<file path="src/rtl/mdu_sequencer.sv">
// mdu_sequencer: iterative MULT/MULTU/DIV/DIVU engine owning HI/LO, one bit per cycle.
module mdu_sequencer #(
    parameter int WIDTH = 32
) (
    input  logic             i_CLK,
    input  logic             i_RST,
    input  logic             i_Start,
    input  logic [1:0]       i_Op,
    input  logic [WIDTH-1:0] i_SrcA,
    input  logic [WIDTH-1:0] i_SrcB,
    input  logic             i_MfRead,
    input  logic             i_HiSel,
    input  logic             i_MtHi,
    input  logic             i_MtLo,
    input  logic [WIDTH-1:0] i_MtData,
    input  logic             i_Abort,
    output logic             o_Busy,
    output logic             o_StallReq,
    output logic [WIDTH-1:0] o_HiLoOut,
    output logic             o_Done,
    output logic             o_DivByZero
);
    localparam int CW = $clog2(WIDTH);
    typedef enum logic [1:0] {IDLE, RUN, FIX} state_t;
    state_t state_q, state_d;
    logic [CW-1:0] cnt_q, cnt_d;
    logic [1:0] op_q, op_d;
    logic sa_q, sa_d, sb_q, sb_d, dz_q, dz_d, done_q, done_d, dbz_q, dbz_d;
    logic [WIDTH-1:0] a_q, a_d, b_q, b_d, hi_q, hi_d, lo_q, lo_d;
    logic [2*WIDTH-1:0] acc_q, acc_d, prod;
    logic [WIDTH-1:0] mag_a, mag_b, rem_n, quo, rem;
    logic [WIDTH:0] sum, shl;
    logic sgn_in, ge;
    assign sgn_in = ~i_Op[0];
    assign mag_a = (sgn_in && i_SrcA[WIDTH-1]) ? -i_SrcA : i_SrcA;
    assign mag_b = (sgn_in && i_SrcB[WIDTH-1]) ? -i_SrcB : i_SrcB;
    // Multiply: acc = {partial product high, remaining multiplier bits}
    assign sum = {1'b0, acc_q[2*WIDTH-1:WIDTH]} + {1'b0, (acc_q[0] ? b_q : {WIDTH{1'b0}})};
    // Divide: acc = {partial remainder, dividend bits becoming quotient}; remainder < divisor fits WIDTH bits
    assign shl = {acc_q[2*WIDTH-1:WIDTH], acc_q[WIDTH-1]};
    assign ge = shl >= {1'b0, b_q};
    assign rem_n = ge ? shl[WIDTH-1:0] - b_q : shl[WIDTH-1:0];
    assign prod = (sa_q ^ sb_q) ? -acc_q : acc_q;
    assign quo = (sa_q ^ sb_q) ? -acc_q[WIDTH-1:0] : acc_q[WIDTH-1:0];
    assign rem = sa_q ? -acc_q[2*WIDTH-1:WIDTH] : acc_q[2*WIDTH-1:WIDTH];
    always_comb begin
        state_d = state_q;
        cnt_d = cnt_q;
        op_d = op_q;
        sa_d = sa_q;
        sb_d = sb_q;
        dz_d = dz_q;
        a_d = a_q;
        b_d = b_q;
        acc_d = acc_q;
        hi_d = hi_q;
        lo_d = lo_q;
        done_d = 1'b0;
        dbz_d = 1'b0;
        if (i_Abort) begin
            state_d = IDLE;
        end else begin
            case (state_q)
                IDLE: begin
                    if (i_Start) begin
                        state_d = RUN;
                        cnt_d = CW'(WIDTH - 1);
                        op_d = i_Op;
                        sa_d = sgn_in & i_SrcA[WIDTH-1];
                        sb_d = sgn_in & i_SrcB[WIDTH-1];
                        dz_d = ~|i_SrcB;
                        a_d = i_SrcA;
                        b_d = mag_b;
                        acc_d = {{WIDTH{1'b0}}, mag_a};
                    end else begin
                        hi_d = i_MtHi ? i_MtData : hi_q;
                        lo_d = i_MtLo ? i_MtData : lo_q;
                    end
                end
                RUN: begin
                    acc_d = op_q[1] ? {rem_n, acc_q[WIDTH-2:0], ge} : {sum, acc_q[WIDTH-1:1]};
                    cnt_d = cnt_q - 1'b1;
                    state_d = (cnt_q == '0) ? FIX : RUN;
                end
                FIX: begin
                    state_d = IDLE;
                    done_d = 1'b1;
                    dbz_d = op_q[1] & dz_q;
                    hi_d = !op_q[1] ? prod[2*WIDTH-1:WIDTH] : dz_q ? a_q : rem;
                    lo_d = !op_q[1] ? prod[WIDTH-1:0] : dz_q ? {WIDTH{1'b1}} : quo;
                end
                default: state_d = IDLE;
            endcase
        end
    end
    always_ff @(posedge i_CLK) begin
        if (!i_RST) begin
            state_q <= IDLE;
            cnt_q <= '0;
            op_q <= '0;
            sa_q <= 1'b0;
            sb_q <= 1'b0;
            dz_q <= 1'b0;
            a_q <= '0;
            b_q <= '0;
            acc_q <= '0;
            hi_q <= '0;
            lo_q <= '0;
            done_q <= 1'b0;
            dbz_q <= 1'b0;
        end else begin
            state_q <= state_d;
            cnt_q <= cnt_d;
            op_q <= op_d;
            sa_q <= sa_d;
            sb_q <= sb_d;
            dz_q <= dz_d;
            a_q <= a_d;
            b_q <= b_d;
            acc_q <= acc_d;
            hi_q <= hi_d;
            lo_q <= lo_d;
            done_q <= done_d;
            dbz_q <= dbz_d;
        end
    end
    assign o_Busy = state_q != IDLE;
    assign o_StallReq = o_Busy & (i_Start | i_MfRead | i_MtHi | i_MtLo);
    assign o_HiLoOut = i_HiSel ? hi_q : lo_q;
    assign o_Done = done_q;
    assign o_DivByZero = dbz_q;
endmodule

</file>
<file path="config.mk">
export PLATFORM = sky130hd
export DESIGN_NAME = mdu_sequencer
export DESIGN_NICKNAME = d
export VERILOG_FILES = /design/src/rtl/mdu_sequencer.sv
export SDC_FILE = /design/constraint.sdc
export NUM_CORES = 1
export LEC_CHECK = 0
export CAP_MARGIN = 0
export CELL_PAD_IN_SITES_DETAIL_PLACEMENT = 0
export CELL_PAD_IN_SITES_GLOBAL_PLACEMENT = 1
export CORE_MARGIN = 10
export CORE_UTILIZATION = 40
export CTS_CLUSTER_SIZE = 28
export DETAILED_ROUTE_END_ITERATION = 8
export PLACE_DENSITY = 0.91
export SYNTH_ARGS = -nofsm -noshare
export SYNTH_HDL_FRONTEND = slang
export SYNTH_SLANG_ARGS = --single-unit
</file>
<file path="constraint.sdc">
create_clock -name i_CLK -period 3.5 [get_ports i_CLK]
set_input_delay 0.7 -clock i_CLK [delete_from_list [all_inputs] [get_ports i_CLK]]
set_output_delay 0.7 -clock i_CLK [all_outputs]
set_load 0.01 [all_outputs]
</file>
# After elaboration in Yosys (flattened, before gate mapping)
# Cells that the tools add are included.
# classes
reduce_logical,15
n_mux,27
n_lt_le_gt_ge,1
bitwise,12
addsub,8
eq_ne,6
# op_table
cell,n
two-way mux 32 bit,15
two-way mux 64 bit,3
negator 32 bit,4
one-hot mux 32 bit (2 select lines),2
one-hot mux 64 bit (2 select lines),1
negator 64 bit,1
adder 32 x 32 -> 33 bit,1
greater-or-equal comparator 33 x 32 -> 1 bit,1
OR reduction 32 bit,1
subtractor 32 bit,1
one-hot mux 5 bit (2 select lines),1
"!= test 2 bit, second input constant",4
AND reduction 4 bit,2
AND reduction 3 bit,2
nonzero test 2 bit,3
zero test 5 bit,1
two-way mux 5 bit,1
"subtractor 5 x 1 -> 5 bit, second input constant",1
bitwise AND 1 bit,4
two-way mux 2 bit,2
NOT 1 bit,4
one-hot mux 2 bit (2 select lines),1
bitwise OR 1 bit,3
OR reduction 3 bit,1
8 further kinds,9
# word_totals
register_bits,206
out_inout_bits,36

# Logic depth before layout (Yosys ltp)
# Gate-level depths: netlist of run 1.
# logic_depth
word_depth,5
ltp_mapped,15
ltp_nobuf,13

# Least setup slack after synthesis of run 1
# OpenSTA, ideal clock, no wires.
# synth_path
path_type,reg2reg
start,reg acc_q[0]
end,reg acc_q[52]
path_slack_ns,0.133
stages_incl_launch_ff,16
t_required_ns,3.378
arrival_time_ns,3.245
path_buffers,3
path_cell_list,dfxtp_1 inv_1 clkbuf_1 nor2_1 ha_1 buf_2 a2111oi_0 o21ai_0 nand3b_1 or3b_1 clkbuf_1 a31oi_1 nor2_1 a211oi_1 xnor2_1 a221o_1
# synth_via
elab_chain_cells,4
# synth_lines
item,line,rtl
from (decl),30,"logic [2*WIDTH-1:0] acc_q, acc_d, prod;"
from (signal assigned),106,acc_q <= '0;
from (signal assigned),120,acc_q <= acc_d;
two-way mux 32 bit,38,"assign sum = {1'b0, acc_q[2*WIDTH-1:WIDTH]} + {1'b0, (acc_q[0] ? b_q : {WIDTH{1'b0}})};"
adder 32 x 32 -> 33 bit,38,
two-way mux 64 bit,81,"acc_d = op_q[1] ? {rem_n, acc_q[WIDTH-2:0], ge} : {sum, acc_q[WIDTH-1:1]};"
one-hot mux 64 bit (2 select lines),63,case (state_q)
# No other way between the ends.
# A chain may end at the register's enable or synchronous reset.

# Worst setup path after layout of run 1
# layout_path
start,reg acc_q[0]
end,reg acc_q[58]
# The elaborated chain is that of the path after synthesis.

==> results of run 1 <==
## layout make-up
| type | count | area (sq um) | share of cell area |
|---|---|---|---|
| diodes | 1 | 2.50 | 0.000125 |
| clock buffers | 32 | 659 | 0.0331 |
| well taps | 532 | 666 | 0.0334 |
| multi-input cells | 1796 | 11500 | 0.577 |
| flip-flops and latches | 205 | 4110 | 0.206 |
| inverters | 71 | 273 | 0.0137 |
| clock inverters | 8 | 93.8 | 0.00470 |
| repair buffers | 297 | 2630 | 0.132 |
## logic make-up after synthesis
group | count (synthesis) | synth area share
xor gates and xnor gates | 190 | 0.101
DFF | 205 | 0.249
AOI/OAI and AO/OA | 711 | 0.278
muxes | 87 | 0.0557
and+or+nand+nor | 737 | 0.204
adders and majority gates | 71 | 0.0547
buffers and inverters | 250 | 0.0585
## state kept, by name (all words and copies together) (netlist names)
signal / flops
acc_q: 64
lo_q: 32
sa_q: 1
dz_q: 1
a_q: 32
o_Done: 1
sb_q: 1
o_DivByZero: 1
op_q: 1
cnt_q: 5
b_q: 32
state_q: 2
hi_q: 32
## timing repair
action,4_1_cts,5_1_grt
gates resized for setup,0,8
hold buffers,0,0
setup buffers,0,3
setup endpoints to repair,0,8
## cell usage in the layout, fill, tap and decap left out, types with 10 or more instances in the layout
cell / instances
and3_1: 11
mux2_2: 38
nand2b_1: 26
a21o_1: 34
or3_1: 18
o21ai_0: 134
nor2b_1: 12
o21a_1: 10
a31oi_1: 30
clkbuf_16: 23
and2_1: 11
a311oi_1: 12
o221ai_1: 41
a22oi_1: 15
xor2_1: 84
a211oi_1: 51
nand2_1: 302
mux2i_1: 49
clkdlybuf4s50_1: 141
nand4_1: 19
a21oi_1: 232
nor3_1: 38
buf_4: 152
dfxtp_1: 204
a221o_1: 10
nor4_1: 23
inv_1: 69
o31ai_1: 15
nor2_1: 195
or4_1: 15
xnor2_1: 104
nand3_1: 35
o211ai_1: 44
ha_1: 69
## power by group through the flow
stage	clock [mW]	combinational (mW)	sequential (mW)
after global routing	2.63	1.70	2.57
after floorplan	0	0.931	2.54
after detailed placement	0	1.54	2.61
after global placement	0	1.53	2.60
after CTS	2.53	1.55	2.55
final	2.52	1.59	2.56
## final timing paths
path	startpoint	endpoint	slack, ns
max	acc_q[0]	acc_q[58]	0.18
min	hi_q[23]	hi_q[23]	0.44
max reg2reg	acc_q[0]	acc_q[58]	0.18
min reg2reg	hi_q[23]	hi_q[23]	0.44
## critical path: cells and delay by family (launching register included)
kind	cells	cell delay [ns]
AND/OR/NAND/NOR	4	0.66
flip-flops	1	0.38
adder cells (fa/ha/maj)	1	0.14
buffers and inverters	3	0.56
AO/OA/AOI/OAI	5	1.35
XOR/XNOR	1	0.13
## per-layer routing
layer	share of wire	vias to the layer above	wire length, um
met4	0.028	0	1790
met3	0.085	123	5460
met2	0.44	764	28500
met5	0	-	0
met1	0.45	8426	28700
li1	-	8392	-
==> results.sh, run 1 <==
export IMPL_synth_area_sq_mm=0.0165
export IMPL_dpl_cell_count=2898
export IMPL_syn_inst=2251
export IMPL_antenna_found_initial=2
export IMPL_period_minus_slack_ns=3.32
export IMPL_synthArstFlopShare=0
export IMPL_fin_nets=2571
export IMPL_status="finished, final reports clean"
export IMPL_gp_congestion=0.982
export IMPL_clock_latency_ns=0.54
export IMPL_ant_nets=0
export IMPL_clkTransAtPathRegs_ns=0.06
export IMPL_rows=74
export IMPL_switchingPower_mw=2.11
export IMPL_slew_headroom=0.398
export IMPL_firstDrtPassIters=6
export IMPL_num_io_pins=142
export IMPL_start_kind="flop"
export IMPL_syn_num_nets=2428
export IMPL_vias=17700
export IMPL_cts_root_buf="clkbuf_16"
export IMPL_grtUsageMet3=0.0446
export IMPL_clkPwrFrac=0.378
export IMPL_period_share=0.949
export IMPL_synthFlopType="dfxtp_1"
export IMPL_grt_usage=0.244
export IMPL_internal_power_mw=4.55
export IMPL_grt_pass1_wl_um=98400
export IMPL_syn_area_per_cell_sq_um=7.33
export IMPL_powerDensity_mw_per_mm2=334
export IMPL_cts_tree="done"
export IMPL_holdPathStages=2
export IMPL_critPathArrivalTime_ns=3.75
export IMPL_yosysTopAreaCellShare=0.249
export IMPL_worst_path_max_fanout=8
export IMPL_synthTopCellsByCount="nand2_1, a21oi_1, dfxtp_1"
export IMPL_drt_iter0_markers=1700
export IMPL_routedWlPerCell_um=21.9
export IMPL_fillers=4013
export IMPL_yosysSeqAreaShare=0.249
export IMPL_instances_no_fill=2942
export IMPL_finalPower_mw=6.66
export IMPL_p_leak_nw=7.85
export IMPL_die_width_um=223
export IMPL_design_core_area_sq_mm=0.0408
export IMPL_synth_edf_count=0
export IMPL_critPathKind="reg2reg"
export IMPL_max_freq_mhz=301
export IMPL_cts_buffers=23
export IMPL_worstPathCellList="clkinvlp_4 -> buf_4 -> nor2_1 -> ha_1 -> buf_4 -> and3_1 -> nand3_1 -> a2111oi_0 -> or3b_4 -> a21o_1 -> a21oi_1 -> xnor2_1 -> a221o_1 -> a31o_2"
export IMPL_grtUsageMet1=0.332
export IMPL_worstRegToRegCells=14
export IMPL_cap_viol_max_count=0
export IMPL_p_sw_frac=0.317
export IMPL_syn_to_final_growth_pct=20.9
export IMPL_crit_top_cell="buf_4"
export IMPL_dpl_cell_area_sq_mm=0.0191
export IMPL_pre_cts_ws_ns=-0.0414
export IMPL_yosys_area_top_type="dfxtp_1"
export IMPL_final_cell_area_sq_mm=0.0200
export IMPL_cts_max_level=1
export IMPL_drc_errors=0
export IMPL_power_frac_comb=0.238
export IMPL_busiest_layer="met2"
export IMPL_cpPeakStageDelay_ns=0.56
export IMPL_hold_viol=0
export IMPL_required_ns=3.93
export IMPL_routed_wl_um=64400
export IMPL_ys_ff_latch=205
export IMPL_cts_sinks=205
export IMPL_numPortBuffers=141
export IMPL_ys_warn_count=0
export IMPL_chipHeight_um=223
export IMPL_timing_hold_ws_ns=0.437
export IMPL_first_global_vias=16800
export IMPL_fin_skew_ns=0.0166
export IMPL_ir_drop_mv=0.301
export IMPL_hold_path_class="reg2reg"
export IMPL_power_frac_seq=0.384
export IMPL_grt_max_degree=57
export IMPL_crit_path_end_kind="flop"
export IMPL_worst_slew_pin_slew_ns=0.904
export IMPL_overflow=0
export IMPL_avgViaCountPerCell=6.02
export IMPL_synth_cell_types=81
export IMPL_drv_slew=0
export IMPL_grt_use_met2=0.382
export IMPL_hpwl_um=49800
export IMPL_setup_viol=0
export IMPL_synthTopCellsByArea="dfxtp_1, a21oi_1, nand2_1, xnor2_1, ha_1"
export IMPL_fin_util=0.489
export IMPL_tns_ns=0
export IMPL_drive_above_1_share=0.113
export IMPL_initial_core_util=0.404
export IMPL_cts_max_path_buffers=3
export IMPL_critPathSlowestCell="a2111oi_0"
export IMPL_setup_ws_ns=0.178
export IMPL_dieArea_sq_mm=0.0498
export IMPL_synth_most_common_cell="nand2_1"
(Power assumes the default switching activity.)
==> inputs of run 2 (changes only) <==
--- a/config.mk
+++ b/config.mk
@@ -5,11 +5,12 @@
 export SDC_FILE = /design/constraint.sdc
 export NUM_CORES = 1
 export LEC_CHECK = 0
+export ABC_AREA = 1
 export CAP_MARGIN = 0
 export CELL_PAD_IN_SITES_DETAIL_PLACEMENT = 0
 export CELL_PAD_IN_SITES_GLOBAL_PLACEMENT = 1
 export CORE_MARGIN = 10
-export CORE_UTILIZATION = 40
+export CORE_UTILIZATION = 38
 export CTS_CLUSTER_SIZE = 28
 export DETAILED_ROUTE_END_ITERATION = 8
 export PLACE_DENSITY = 0.91
==> run 2 against run 1 <==
Hold slack improved by 0.027 ns. Final area increased by 13%. Sequential cell count unchanged. Die area increased by 22%. Clock skew increased by 0.0080 ns. Count of clock-buffer cells in the layout increased by 3. Register-to-register slack improved by 0.33 ns. Utilization decreased by 4.0 points. Synthesized cell count increased by 53%. Sequential power increased by 2%. Total power increased by 16%. Synthesized area increased by 18%.
==> results.sh, run 2 <==
export IMPL_status="finished, final reports clean"
export IMPL_ys_ff_latch=205
export IMPL_chipHeight_um=246
export IMPL_critPathSlowestCell="clkdlybuf4s50_1"
export IMPL_routedWlPerCell_um=20.3
export IMPL_synth_compound_gate_area_share=0.218
export IMPL_instances_no_fill=4239
export IMPL_grt_pass1_wl_um=128000
export IMPL_hpwl_um=68800
export IMPL_cts_max_level=1
export IMPL_period_share=0.865
export IMPL_worst_path_max_fanout=43
export IMPL_cts_tree="done"
export IMPL_clock_latency_ns=0.57
export IMPL_critPathLaunch="i_HiSel"
export IMPL_ant_nets=0
export IMPL_overflow=0
export IMPL_min_delay_start="a_q[31]"
export IMPL_cts_buffers=25
export IMPL_critPathArrivalTime_ns=2.33
export IMPL_ff_latch_area_sq_mm=0.00411
export IMPL_synthSimpleGateAreaFrac=0.365
export IMPL_cts_resized=0
export IMPL_cap_viol_max_count=0
export IMPL_synth_edf_count=0
export IMPL_fin_nets=3724
export IMPL_drt_iter0_markers=2777
export IMPL_slew_headroom=0.380
export IMPL_worstPathCellList="clkdlybuf4s50_1 -> buf_12 -> mux2_2 -> clkdlybuf4s50_1"
export IMPL_ys_warn_count=0
export IMPL_fin_skew_ns=0.0247
export IMPL_critPathKind="in2out"
export IMPL_drive_above_1_share=0.0617
export IMPL_synth_most_common_cell="nand2_1"
export IMPL_final_common_cell="nand2_1"
export IMPL_tns_ns=0
export IMPL_drc_errors=0
export IMPL_period_minus_slack_ns=3.03
export IMPL_ir_drop_mv=0.359
export IMPL_rows=82
export IMPL_numPortBuffers=141
export IMPL_hold_path_class="reg2reg"
export IMPL_critPathTopFamily="buffers and inverters"
export IMPL_synthFlopType="dfxtp_1"
export IMPL_synth_adder_area_share=0.0465
export IMPL_avgViaCountPerCell=5.53
export IMPL_gp_congestion=1.05
export IMPL_yosysTopAreaCellShare=0.211
export IMPL_grt_max_degree=143
export IMPL_synth_top_family_by_area="simple AND/OR/NAND/NOR gates"
export IMPL_timing_rr_start="acc_q[57]"
export IMPL_synth_xor_area_share=0.0270
export IMPL_fillers=5404
export IMPL_setup_ws_ns=0.472
export IMPL_vias=23400
export IMPL_initial_core_util=0.386
export IMPL_multi_input_area_sq_mm=0.0130
export IMPL_antenna_found_initial=5
export IMPL_p_leak_nw=10.9
export IMPL_rsz0062_at_grt="no"
export IMPL_die_width_um=246
export IMPL_worst_slew_pin_slew_ns=0.928
export IMPL_clkTransAtPathRegs_ns=0.06
export IMPL_yosysSeqAreaShare=0.211
export IMPL_firstDrtPassIters=7
export IMPL_whs_endpoint="a_q[31]"
export IMPL_syn_to_final_growth_pct=16.4
export IMPL_dieArea_sq_mm=0.0606
export IMPL_fin_util=0.449
export IMPL_path_buf_inv=3
export IMPL_first_global_vias=21100
export IMPL_largest_reg_flops=64
export IMPL_max_freq_mhz=330
export IMPL_hold_buffers=0
export IMPL_num_io_pins=142
export IMPL_synthTopCellsByCount="nand2_1, inv_1, nor2_1"
export IMPL_syn_area_per_cell_sq_um=5.64
export IMPL_powerDensity_mw_per_mm2=343
export IMPL_top_register="acc_q"
export IMPL_crit_path_end_kind="primary output"
export IMPL_routed_wl_um=86200
export IMPL_cpPeakStageDelay_ns=0.52
export IMPL_synthMuxAreaShare=0.0122
export IMPL_design_core_area_sq_mm=0.0504
export IMPL_syn_inst=3443
export IMPL_finalPower_mw=7.74
export IMPL_grt_usage=0.272
export IMPL_yosys_area_top_type="dfxtp_1"
export IMPL_crit_top_cell="clkdlybuf4s50_1"
export IMPL_worstRegToRegCells=13
export IMPL_cts_root_buf="clkbuf_16"
export IMPL_drv_slew=0
export IMPL_r2r_end="acc_q[47]"
export IMPL_most_common_layout_cells="nand2_1, inv_1, nor2_1"
export IMPL_dpl_cell_count=4192
export IMPL_synthTopCellsByArea="dfxtp_1, nand2_1, a21oi_1, inv_1, o21ai_0"
export IMPL_start_kind="input pin"
export IMPL_synthArstFlopShare=0
export IMPL_holdPathStages=2
export IMPL_synth_cell_types=50
export IMPL_setup_viol=0
export IMPL_synth_area_sq_mm=0.0194
export IMPL_hold_viol=0
export IMPL_cts_sinks=205
export IMPL_r2r_slack_ns=0.51
export IMPL_pre_cts_ws_ns=0.473
export IMPL_required_ns=2.80
export IMPL_syn_num_nets=3620
export IMPL_postCtsSetupBuffers=0
export IMPL_cts_max_path_buffers=3
[run 2: changes by cell type in the layout (fill, tap and decap cells not counted), sizes merged, moves of 31 or more]
cell | before | now
nor2 | 197 | 379
inv | 71 | 461
o21ai | 143 | 346
o211ai | 46 | 7
xor2 | 85 | 44
a21o | 34 | 3
nand2 | 302 | 953
xnor2 | 105 | 16
buf | 156 | 75
o221ai | 41 | 2
nand3 | 35 | 247
mux2i | 49 | 0
a21oi | 233 | 350
a211oi | 52 | 0
[run 2: stage by stage]
step	hold slack [ns]	cell area [sq um]
5_1_grt	0.489	22600
2_1_floorplan	0.425	19400
3_3_place_gp	0.444	21700
6_report	0.464	22600
3_5_place_dp	0.456	21700
4_1_cts	0.465	22600
[run 2: area by class of cell]
type                    count  area share
repair buffers            215      0.0891
multi-input cells        2635       0.576
flip-flops and latches    205       0.182
clock inverters             9     0.00636
clock buffers              35      0.0320
inverters                 465      0.0772
well taps                 672      0.0372
diodes                      3    0.000332
[run 2: power breakdown]
part	internal (mW)	switching (mW)	leakage (nW)	total (mW)
combinational	0.759	1.56	8.78	2.32
clock	1.67	1.15	0.420	2.82
sequential	2.47	0.140	1.68	2.61
[run 2: kinds of logic (layout without fill, tap and decap cells)]
family,after synthesis,after routing
simple gates,1691,1691
compound gates,792,792
buf+inv,603,724
flops,205,205
fa+ha+maj,71,71
xor+xnor,60,60
mux,21,21
other cells,0,3
[run 2: worst reg2reg max path, delay by kind of cell, from the launching register on]
family / cells / cell delay, ns
simple gates: 10 / 1.59
flops: 1 / 0.62
fa+ha+maj: 1 / 0.39
compound gates: 2 / 0.27
[run 2: worst max-delay path by stage]
| stage | to | slack [ns] | cells past startpoint |
|---|---|---|---|
| floorplan | acc_q[59] | 0.94 | 20 |
| global placement | o_HiLoOut[22] | 0.53 | 4 |
| detailed placement | o_HiLoOut[23] | 0.47 | 4 |
| CTS | o_HiLoOut[23] | 0.47 | 4 |
| global route | acc_q[63] | 0.39 | 16 |
| finish | o_HiLoOut[23] | 0.47 | 4 |
[run 2: per-layer routing]
| metal | routed length [um] | GRT usage | up-vias |
|---|---|---|---|
| met2 | 35900 | 0.403 | 1195 |
| met1 | 36600 | 0.363 | 10600 |
| met4 | 3700 | 0.111 | 2 |
| met3 | 10000 | 0.0771 | 195 |
| li1 | - | - | 11400 |
| met5 | 18 | 0 | - |
